$ cat src/rtl/uart_image_loader.sv
// UART 8N1 receiver and frame-load FSM that writes one image into the pooling input BRAM.
// Optional inter-byte timeout, with a timeout_pulse port, when RX_TIMEOUT_EN is defined.
module uart_image_loader #(
   parameter int unsigned CLKS_PER_BIT   = 868,
   parameter int unsigned NUM_PIXELS     = 4096,
   parameter int unsigned ADDR_W         = 12,
   parameter int unsigned TIMEOUT_CYCLES = 1000000
) (
   input  logic              actual_clock,
   input  logic              reset,
   input  logic              rx,
   input  logic              arm,
   output logic              wr_en,
   output logic [ADDR_W-1:0] wr_addr,
   output logic [7:0]        wr_data,
   output logic              start_pooling,
   output logic              busy,
   output logic              load_done,
   output logic              frame_error,
   output logic [ADDR_W:0]   byte_count
`ifdef RX_TIMEOUT_EN
   ,
   output logic              timeout_pulse
`endif
);

   localparam int unsigned CNT_W  = (CLKS_PER_BIT > 1) ? $clog2(CLKS_PER_BIT) : 1;
   localparam int unsigned CNT1_W = ADDR_W + 1;
   localparam logic [CNT_W-1:0]  BIT_END  = CNT_W'(CLKS_PER_BIT - 1);
   localparam logic [CNT_W-1:0]  HALF_END = CNT_W'((CLKS_PER_BIT - 1) / 2);
   localparam logic [CNT1_W-1:0] LAST_IDX = CNT1_W'(NUM_PIXELS - 1);

   typedef enum logic [1:0] {R_IDLE, R_START, R_DATA, R_STOP} rx_state_e;
   typedef enum logic [1:0] {L_IDLE, L_RECV, L_WRITE, L_DONE} ld_state_e;

   rx_state_e        rx_state_q, rx_state_d;
   ld_state_e        ld_state_q, ld_state_d;
   logic             rx_meta_q, rxs_q;
   logic [CNT_W-1:0] rx_cnt_q;
   logic [2:0]       rx_bit_q;
   logic [7:0]       rx_shift_q;
   logic             stop_wait_q, byte_valid_q;
   logic             rx_tick, byte_done, stop_bad;

   logic [CNT1_W-1:0] byte_count_q;
   logic [ADDR_W-1:0] wr_addr_q;
   logic [7:0]        wr_data_q;
   logic              start_pooling_q, load_done_q, frame_error_q;
   logic              to_hit;

   // Synchronizer flops reset to the idle-high line level.
   always_ff @(posedge actual_clock or posedge reset) begin
      if (reset) begin
         rx_meta_q <= 1'b1;
         rxs_q     <= 1'b1;
      end else begin
         rx_meta_q <= rx;
         rxs_q     <= rx_meta_q;
      end
   end

   always_ff @(posedge actual_clock or posedge reset) begin
      if (reset) rx_state_q <= R_IDLE;
      else       rx_state_q <= rx_state_d;
   end

   always_comb begin
      rx_tick    = 1'b0;
      rx_state_d = rx_state_q;
      unique case (rx_state_q)
         R_IDLE: if (!rxs_q) rx_state_d = R_START;
         R_START: begin
            rx_tick = (rx_cnt_q == HALF_END);
            if (rx_tick) rx_state_d = rxs_q ? R_IDLE : R_DATA;
         end
         R_DATA: begin
            rx_tick = (rx_cnt_q == BIT_END);
            if (rx_tick && rx_bit_q == 3'd7) rx_state_d = R_STOP;
         end
         R_STOP: begin
            rx_tick = (rx_cnt_q == BIT_END);
            if ((rx_tick || stop_wait_q) && rxs_q) rx_state_d = R_IDLE;
         end
         default: rx_state_d = R_IDLE;
      endcase
   end

   always_comb begin
      byte_done = (rx_state_q == R_STOP) && rx_tick && !stop_wait_q && rxs_q;
      stop_bad  = (rx_state_q == R_STOP) && rx_tick && !stop_wait_q && !rxs_q;
   end

   // After a bad stop bit the counter is frozen until the line returns high.
   always_ff @(posedge actual_clock or posedge reset) begin
      if (reset) begin
         rx_cnt_q     <= '0;
         rx_bit_q     <= '0;
         rx_shift_q   <= '0;
         stop_wait_q  <= 1'b0;
         byte_valid_q <= 1'b0;
      end else begin
         byte_valid_q <= byte_done;
         if (rx_state_q == R_IDLE || rx_tick || stop_wait_q) rx_cnt_q <= '0;
         else rx_cnt_q <= rx_cnt_q + CNT_W'(1);
         if (rx_state_q == R_IDLE) begin
            rx_bit_q    <= '0;
            stop_wait_q <= 1'b0;
         end
         if (rx_state_q == R_DATA && rx_tick) begin
            rx_shift_q <= {rxs_q, rx_shift_q[7:1]};
            rx_bit_q   <= rx_bit_q + 3'd1;
         end
         if (stop_bad) stop_wait_q <= 1'b1;
      end
   end

   always_ff @(posedge actual_clock or posedge reset) begin
      if (reset) ld_state_q <= L_IDLE;
      else       ld_state_q <= ld_state_d;
   end

   always_comb begin
      ld_state_d = ld_state_q;
      unique case (ld_state_q)
         L_IDLE, L_DONE: if (arm) ld_state_d = L_RECV;
         L_RECV:  if (byte_valid_q) ld_state_d = L_WRITE;
         L_WRITE: ld_state_d = (byte_count_q == LAST_IDX) ? L_DONE : L_RECV;
         default: ld_state_d = L_IDLE;
      endcase
   end

   always_comb begin
      busy  = (ld_state_q == L_RECV) || (ld_state_q == L_WRITE);
      wr_en = (ld_state_q == L_WRITE);
   end

`ifdef RX_TIMEOUT_EN
   localparam int unsigned TO_W = $clog2(TIMEOUT_CYCLES + 1);
   logic [TO_W-1:0] to_cnt_q;

   assign to_hit = (ld_state_q == L_RECV) && (byte_count_q != '0) && !byte_valid_q &&
                   (to_cnt_q == TO_W'(TIMEOUT_CYCLES));
   assign timeout_pulse = to_hit;

   always_ff @(posedge actual_clock or posedge reset) begin
      if (reset) to_cnt_q <= '0;
      else if (ld_state_q != L_RECV || byte_valid_q || to_hit || byte_count_q == '0)
         to_cnt_q <= '0;
      else to_cnt_q <= to_cnt_q + TO_W'(1);
   end
`else
   logic unused_timeout;
   assign to_hit         = 1'b0;
   assign unused_timeout = ^TIMEOUT_CYCLES;
`endif

   always_ff @(posedge actual_clock or posedge reset) begin
      if (reset) begin
         byte_count_q    <= '0;
         wr_addr_q       <= '0;
         wr_data_q       <= '0;
         start_pooling_q <= 1'b0;
         load_done_q     <= 1'b0;
         frame_error_q   <= 1'b0;
      end else begin
         start_pooling_q <= (ld_state_q == L_WRITE) && (ld_state_d == L_DONE);
         if ((ld_state_q == L_IDLE || ld_state_q == L_DONE) && arm) begin
            byte_count_q  <= '0;
            load_done_q   <= 1'b0;
            frame_error_q <= 1'b0;
         end
         if (stop_bad) frame_error_q <= 1'b1;
         if (ld_state_q == L_RECV && byte_valid_q) begin
            wr_data_q <= rx_shift_q;
            wr_addr_q <= byte_count_q[ADDR_W-1:0];
         end
         if (ld_state_q == L_WRITE) begin
            byte_count_q <= byte_count_q + CNT1_W'(1);
            if (ld_state_d == L_DONE) load_done_q <= 1'b1;
         end
         if (to_hit) byte_count_q <= '0;
      end
   end

   assign wr_addr       = wr_addr_q;
   assign wr_data       = wr_data_q;
   assign start_pooling = start_pooling_q;
   assign load_done     = load_done_q;
   assign frame_error   = frame_error_q;
   assign byte_count    = byte_count_q;

endmodule
$ cat config.mk
export PLATFORM = sky130hd
export DESIGN_NAME = uart_image_loader
export DESIGN_NICKNAME = d
export VERILOG_FILES = /design/src/rtl/uart_image_loader.sv
export SDC_FILE = /design/constraint.sdc
export NUM_CORES = 1
export LEC_CHECK = 0
export BUFFER_PORTS_ARGS = -buffer_cell sky130_fd_sc_hd__buf_2
export CAP_MARGIN = 20
export CORE_MARGIN = 2
export CORE_UTILIZATION = 45
export DETAILED_ROUTE_END_ITERATION = 12
export GPL_TIMING_DRIVEN = 0
export HOLD_SLACK_MARGIN = 0.08
export PLACE_DENSITY = 0.68
export SETUP_SLACK_MARGIN = 0.15
export SLEW_MARGIN = 20
export SYNTH_ARGS = -nofsm -noshare
export SYNTH_HDL_FRONTEND = slang
export SYNTH_SLANG_ARGS = --single-unit
export TNS_END_PERCENT = 30
$ cat constraint.sdc
create_clock -name actual_clock -period 1.65 [get_ports actual_clock]
set_input_delay 0.0825 -clock actual_clock [delete_from_list [all_inputs] [get_ports actual_clock]]
set_output_delay 0.0825 -clock actual_clock [all_outputs]
set_load 0.01 [all_outputs]
# Word level (Yosys, flattened, before mapping)
# Cells that the tools add are included.
# classes
add_sub_neg,3
multipliers,0
n_div,0
order_cmp,0
n_eq_ne,15
n_shift,0
n_mux,23
n_bitwise,0
reduce_logical,26
# ops
cell,n
two-way mux 13 bit,2
two-way mux 2 bit,8
"adder 13 x 1 -> 13 bit, second input constant",1
"equality test 13 x 12 -> 1 bit, second input constant",1
"adder 10 x 1 -> 10 bit, second input constant",1
"equality test 10 bit, second input constant",1
"equality test 10 x 9 -> 1 bit, second input constant",1
"equality test 2 bit, second input constant",5
logical AND 1 bit,10
two-way mux 10 bit,1
"inequality test 2 bit, second input constant",4
one-hot mux 2 bit (4 select lines),1
nonzero test 2 bit,4
two-way mux 1 bit,7
two-way mux 3 bit,2
one-hot mux 2 bit (3 select lines),1
logical OR 1 bit,5
"equality test 2 x 1 -> 1 bit, second input constant",2
logical NOT 2 bit,2
AND reduction 4 bit,1
OR reduction 2 bit,2
"adder 3 x 1 -> 3 bit, second input constant",1
"equality test 3 bit, second input constant",1
logical NOT 1 bit,2
one-hot mux 1 bit (2 select lines),1
# word_totals
regBits,65
latchBits,0
mem_bits_rw,0
romBits,0
input_bits,4
out_inout_bits,38
memories,0

# Logic depth before layout (Yosys ltp)
# depth
ltp_word,7
mapped_depth,7
mapped_depth_nobuf,6

# Worst setup path after synthesis
# Ideal clock, no wire load.
# synth_timing
kind,reg2reg
startpoint,reg rx_cnt_q[0]
endpoint,reg rx_shift_q[0]
arrival_time_ns,1.608
t_required_ns,1.525
slack_ns,-0.083
stages_incl_launch_ff,7
synth_period_minus_slack_ns,1.733
cell_sequence,dfrtp_1 ha_1 and4bb_2 and3_2 nand3_2 buf_6 mux2_2
# synth_via
elab_chain_len,3
elab_cells_between_ends,4
# synth_lines
element,line_no,rtl
start: declaration,39,logic [CNT_W-1:0] rx_cnt_q;
start signal: assignment,104,else rx_cnt_q <= rx_cnt_q + CNT_W'(1);
equality test 10 bit or equality test 10 x 9 -> 1 bit (tied branches),"77, 81, 73",
one-hot mux 1 bit (2 select lines) *,70,unique case (rx_state_q)
logical AND 1 bit *,109,if (rx_state_q == R_DATA && rx_tick) begin
end signal: assignment,110,"rx_shift_q <= {rxs_q, rx_shift_q[7:1]};"
end: declaration,41,logic [7:0] rx_shift_q;
# Every way passes the cells marked *; elsewhere a longest branch is shown, timed or not.
# A chain may end at the register's enable or synchronous reset.

# Final worst setup path
# layout_timing
startpoint,reg rx_cnt_q[0]
endpoint,reg rx_shift_q[7]
# Same word-level chain as after synthesis.

==> flow_summary.toml <==
[finish]
fin_util = 0.637
syn2layout_area_growth_pct = 37.3
antenna_cells = 0
final_nets = 348
fillers = 480
layout-drive-gt1-share = 0.456

[power]
p_int_mw = 2.67
seqPwrFrac = 0.462
vdd_drop_max_mv = 0.547
swShare = 0.267
p_switching_mw = 0.970
p_clk_frac = 0.378
p_leak_nw = 2.01
p_total_mw = 3.64
combPwrFrac = 0.160
powerDensity_mw_per_mm2 = 899

[global_routing]
first_global_vias = 2243
track_usage = 0.195
grt_pass1_wl_um = 10800
gr-total-overflow = 0
grt_antenna_before_repair = 0
grt_max_degree = 34

[yosys]
netlist_top_cells_area = "dfrtp_1 54%, mux2_2 11%, o21ai_0 3.4%"
synth_top_cells_by_count = "63 x dfrtp_1, 28 x mux2_2, 22 x nand2_1"
synth_seq_cells = 65
netlist_instances = 256
yosysSeqAreaShare = 0.553
syn_area_mm2 = 0.00295
yosys.area.top_type = "dfrtp_1"
synth_edf_count = 0
async_reset_ff_frac = 1.00
synth_most_common_cell = "dfrtp_1"
synthesis.nets = 267
synth_warnings = 0
syn_avg_cell_area_um2 = 11.5
synth_top_area_share = 0.535
yosys_most_used_dff = "dfrtp_1"
yosysUniqueCellTypes = 48

[detailed_routing]
via_per_inst = 5.45
drt_iter0_markers = 111
dr_wl_met2_um = 3390
wl_met1_um = 2830
drc_errors = 0
wl_met3_um = 254
firstDrtPassIters = 4
routedWlPerCell_um = 15.7
highest_layer = "met4"
vias = 2284
wirelength_um = 6590
drt.antenna.violating_nets = 0

[die]
coreArea_mm2 = 0.00635
die_h_um = 84.9
start_util = 0.464
die-width_um = 84.9
dieArea_mm2 = 0.00721
num_io_pins = 42
row_count = 29

[worst_hold_path]
min_to = "ld_state_q[0]$_DFF_PP0_"
holdPathStages = 3
min_from = "arm"
hold_class = "input port to register"

[critical_path]
cp_max_fo = 5
cp_slowest_cell = "dfrtp_2"
worstSetupPathType = "register to register"
crit_path_start_kind = "register"
critPathCaptureType = "register"
arrival_ns = 1.92
critical_path_buf_inv_count = 1
max_stage_delay_ns = 0.44
r2r_cells = 6
r2r_slack_ns = -0.04
path_cells = "ha_4 > and4bb_2 > and3_4 > nand3_4 > buf_8 > mux2_2"
cpLargestDelayFamily = "simple AND/OR/NAND/NOR gates"
rr_startpoint = "rx_cnt_q[0]$_DFF_PP0_"
reg2reg_to = "rx_shift_q[7]$_DFFE_PP0P_"
crit_required_ns = 1.88

[clock_tree]
cts_tree = "done"
h-tree-depth = 3
worstSkewPairLatency_ns = 0.35
cts.sinks = 65
root_buffer = "clkbuf_8"
clockBufferDepth = 2
cts_buffers = 9
path_clk_slew_ns = 0.07

[sta]
finalCritPeriodShare = 1.03
slew_violations = 0
rsz0062_at_grt = "yes"
fin_worst_hold_slack_ns = 0.124
slew_headroom = 0.732
setup_viol = 7
worst_pin_slew_ns = 0.401
skew_ns = 0.0117
hold_violations = 0
setup_slack_ns = -0.0450
max_freq_ghz = 0.590
fin_crit_ns = 1.69

[placed_design]
numPortBuffers = 41
place_congestion = 0.838
hpwlAfterDp_um = 3980

[status]
violations = "setup timing"
status = "finished with violations"

[run]
cap_violations = 0
[power groups by stage]
| stage | Clock, mW | Combinational [mW] | Sequential [mW] |
|---|---|---|---|
| floorplan | 0 | 0.179 | 1.71 |
| global placement | 0 | 0.268 | 1.71 |
| detailed placement | 0 | 0.287 | 1.72 |
| CTS | 1.41 | 0.555 | 1.67 |
| global route | 1.49 | 0.635 | 1.68 |
| finish | 1.38 | 0.582 | 1.68 |
[metrics by stage]
step	cell area, µm²	setup WS, ns	setup TNS, ns	std cells
2_1_floorplan	2960	0.00586	0	256
3_3_place_gp	3260	-0.260	-8.14	374
3_5_place_dp	3310	-0.319	-9.61	376
4_1_cts	3970	-0.0345	-0.148	416
5_1_grt	4050	-0.0971	-1.07	419
6_report	4050	-0.0450	-0.258	419
[sequential cells by signal (all words and copies together), names as in the netlist, named ones only]
signal	count
byte_count	13
wr_addr	12
rx_cnt_q	10
rx_shift_q	8
wr_data	8
rx_bit_q	3
ld_state_q	2
byte_valid_q	1
frame_error	1
load_done	1
rx_meta_q	1
rx_state_q	1
rxs_q	1
start_pooling	1
stop_wait_q	1
[worst max-delay path by stage]
| stage | from | end | slack, ns | cells after the start |
|---|---|---|---|---|
| after floorplan | rx_cnt_q[0]$_DFF_PP0_ | rx_shift_q[1]$_DFFE_PP0P_ | 0.006 | 6 |
| after detailed placement | byte_count[0]$_DFFE_PP0P_ | start_pooling$_DFF_PP0_ | -0.32 | 6 |
| after CTS | rx_cnt_q[0]$_DFF_PP0_ | rx_shift_q[1]$_DFFE_PP0P_ | -0.03 | 6 |
| after global placement | byte_count[0]$_DFFE_PP0P_ | ld_state_q[1]$_DFF_PP0_ | -0.26 | 6 |
| final | rx_cnt_q[0]$_DFF_PP0_ | rx_shift_q[7]$_DFFE_PP0P_ | -0.04 | 6 |
| after global routing | rx_cnt_q[0]$_DFF_PP0_ | rx_shift_q[7]$_DFFE_PP0P_ | -0.1 | 6 |
[cell families after synthesis]
logic type                 Yosys count  synth area share
xor gates and xnor gates             8            0.0238
buffers and inverters               21            0.0297
AOI/OAI and AO/OA                   52             0.111
muxes                               32             0.121
DFF                                 65             0.553
and+or+nand+nor                     71             0.132
adders and majority gates            7            0.0297
[layout by cell type, fill, tap and decap left out, types with 3 or more instances in the layout]
cell / synthesis / final
a31oi_1: 8 / 7
a21oi_1: 9 / 8
inv_2: 0 / 3
buf_6: 1 / 10
buf_4: 0 / 15
ha_4: 0 / 4
buf_8: 0 / 3
o21ai_0: 20 / 18
buf_2: 1 / 41
nand2_1: 22 / 21
inv_1: 10 / 6
and4_1: 3 / 3
mux2i_1: 4 / 4
nor2_1: 17 / 17
clkinvlp_4: 0 / 4
dfrtp_2: 0 / 5
dfrtp_1: 63 / 58
xor2_1: 5 / 5
and3_4: 0 / 4
nand4_1: 4 / 4
mux2_2: 28 / 27
ha_1: 7 / 3
xnor2_1: 3 / 3
clkbuf_8: 0 / 13
nand3_1: 5 / 5
[worst register-to-register path, delay by kind of cell, from the launching register on]
family	cells	cell delay, ns
and+or+nand+nor	3	0.52
DFF	1	0.44
muxes	1	0.33
adders and majority gates	1	0.17
buffers and inverters	1	0.13
[what timing repair did]
item	in CTS	in global routing
gates cloned	3	0
pin swaps	17	12
hold buffers	2	0
gates resized for setup	61	13
endpoints found under the setup margin	56	56
hold endpoints to repair	33	0
setup buffers	19	3
[layer usage]
layer  global-route usage  vias to the layer above
met3               0.0535                       11
met5                    0                        -
met2                0.322                       52
met1                0.244                     1134
li1                     -                     1087
met4               0.0750                        0
[cell type report]
class	count	area [µm²]	area share
sequential	65	1640	0.404
buffer	10	139	0.0343
inverter	11	46.3	0.0114
clock buffer	10	138	0.0340
tap	77	96.3	0.0238
clock inverter	6	66.3	0.0164
timing repair buffer	68	498	0.123
multi-input combinational	172	1430	0.353
(Power assumes the default switching activity.)
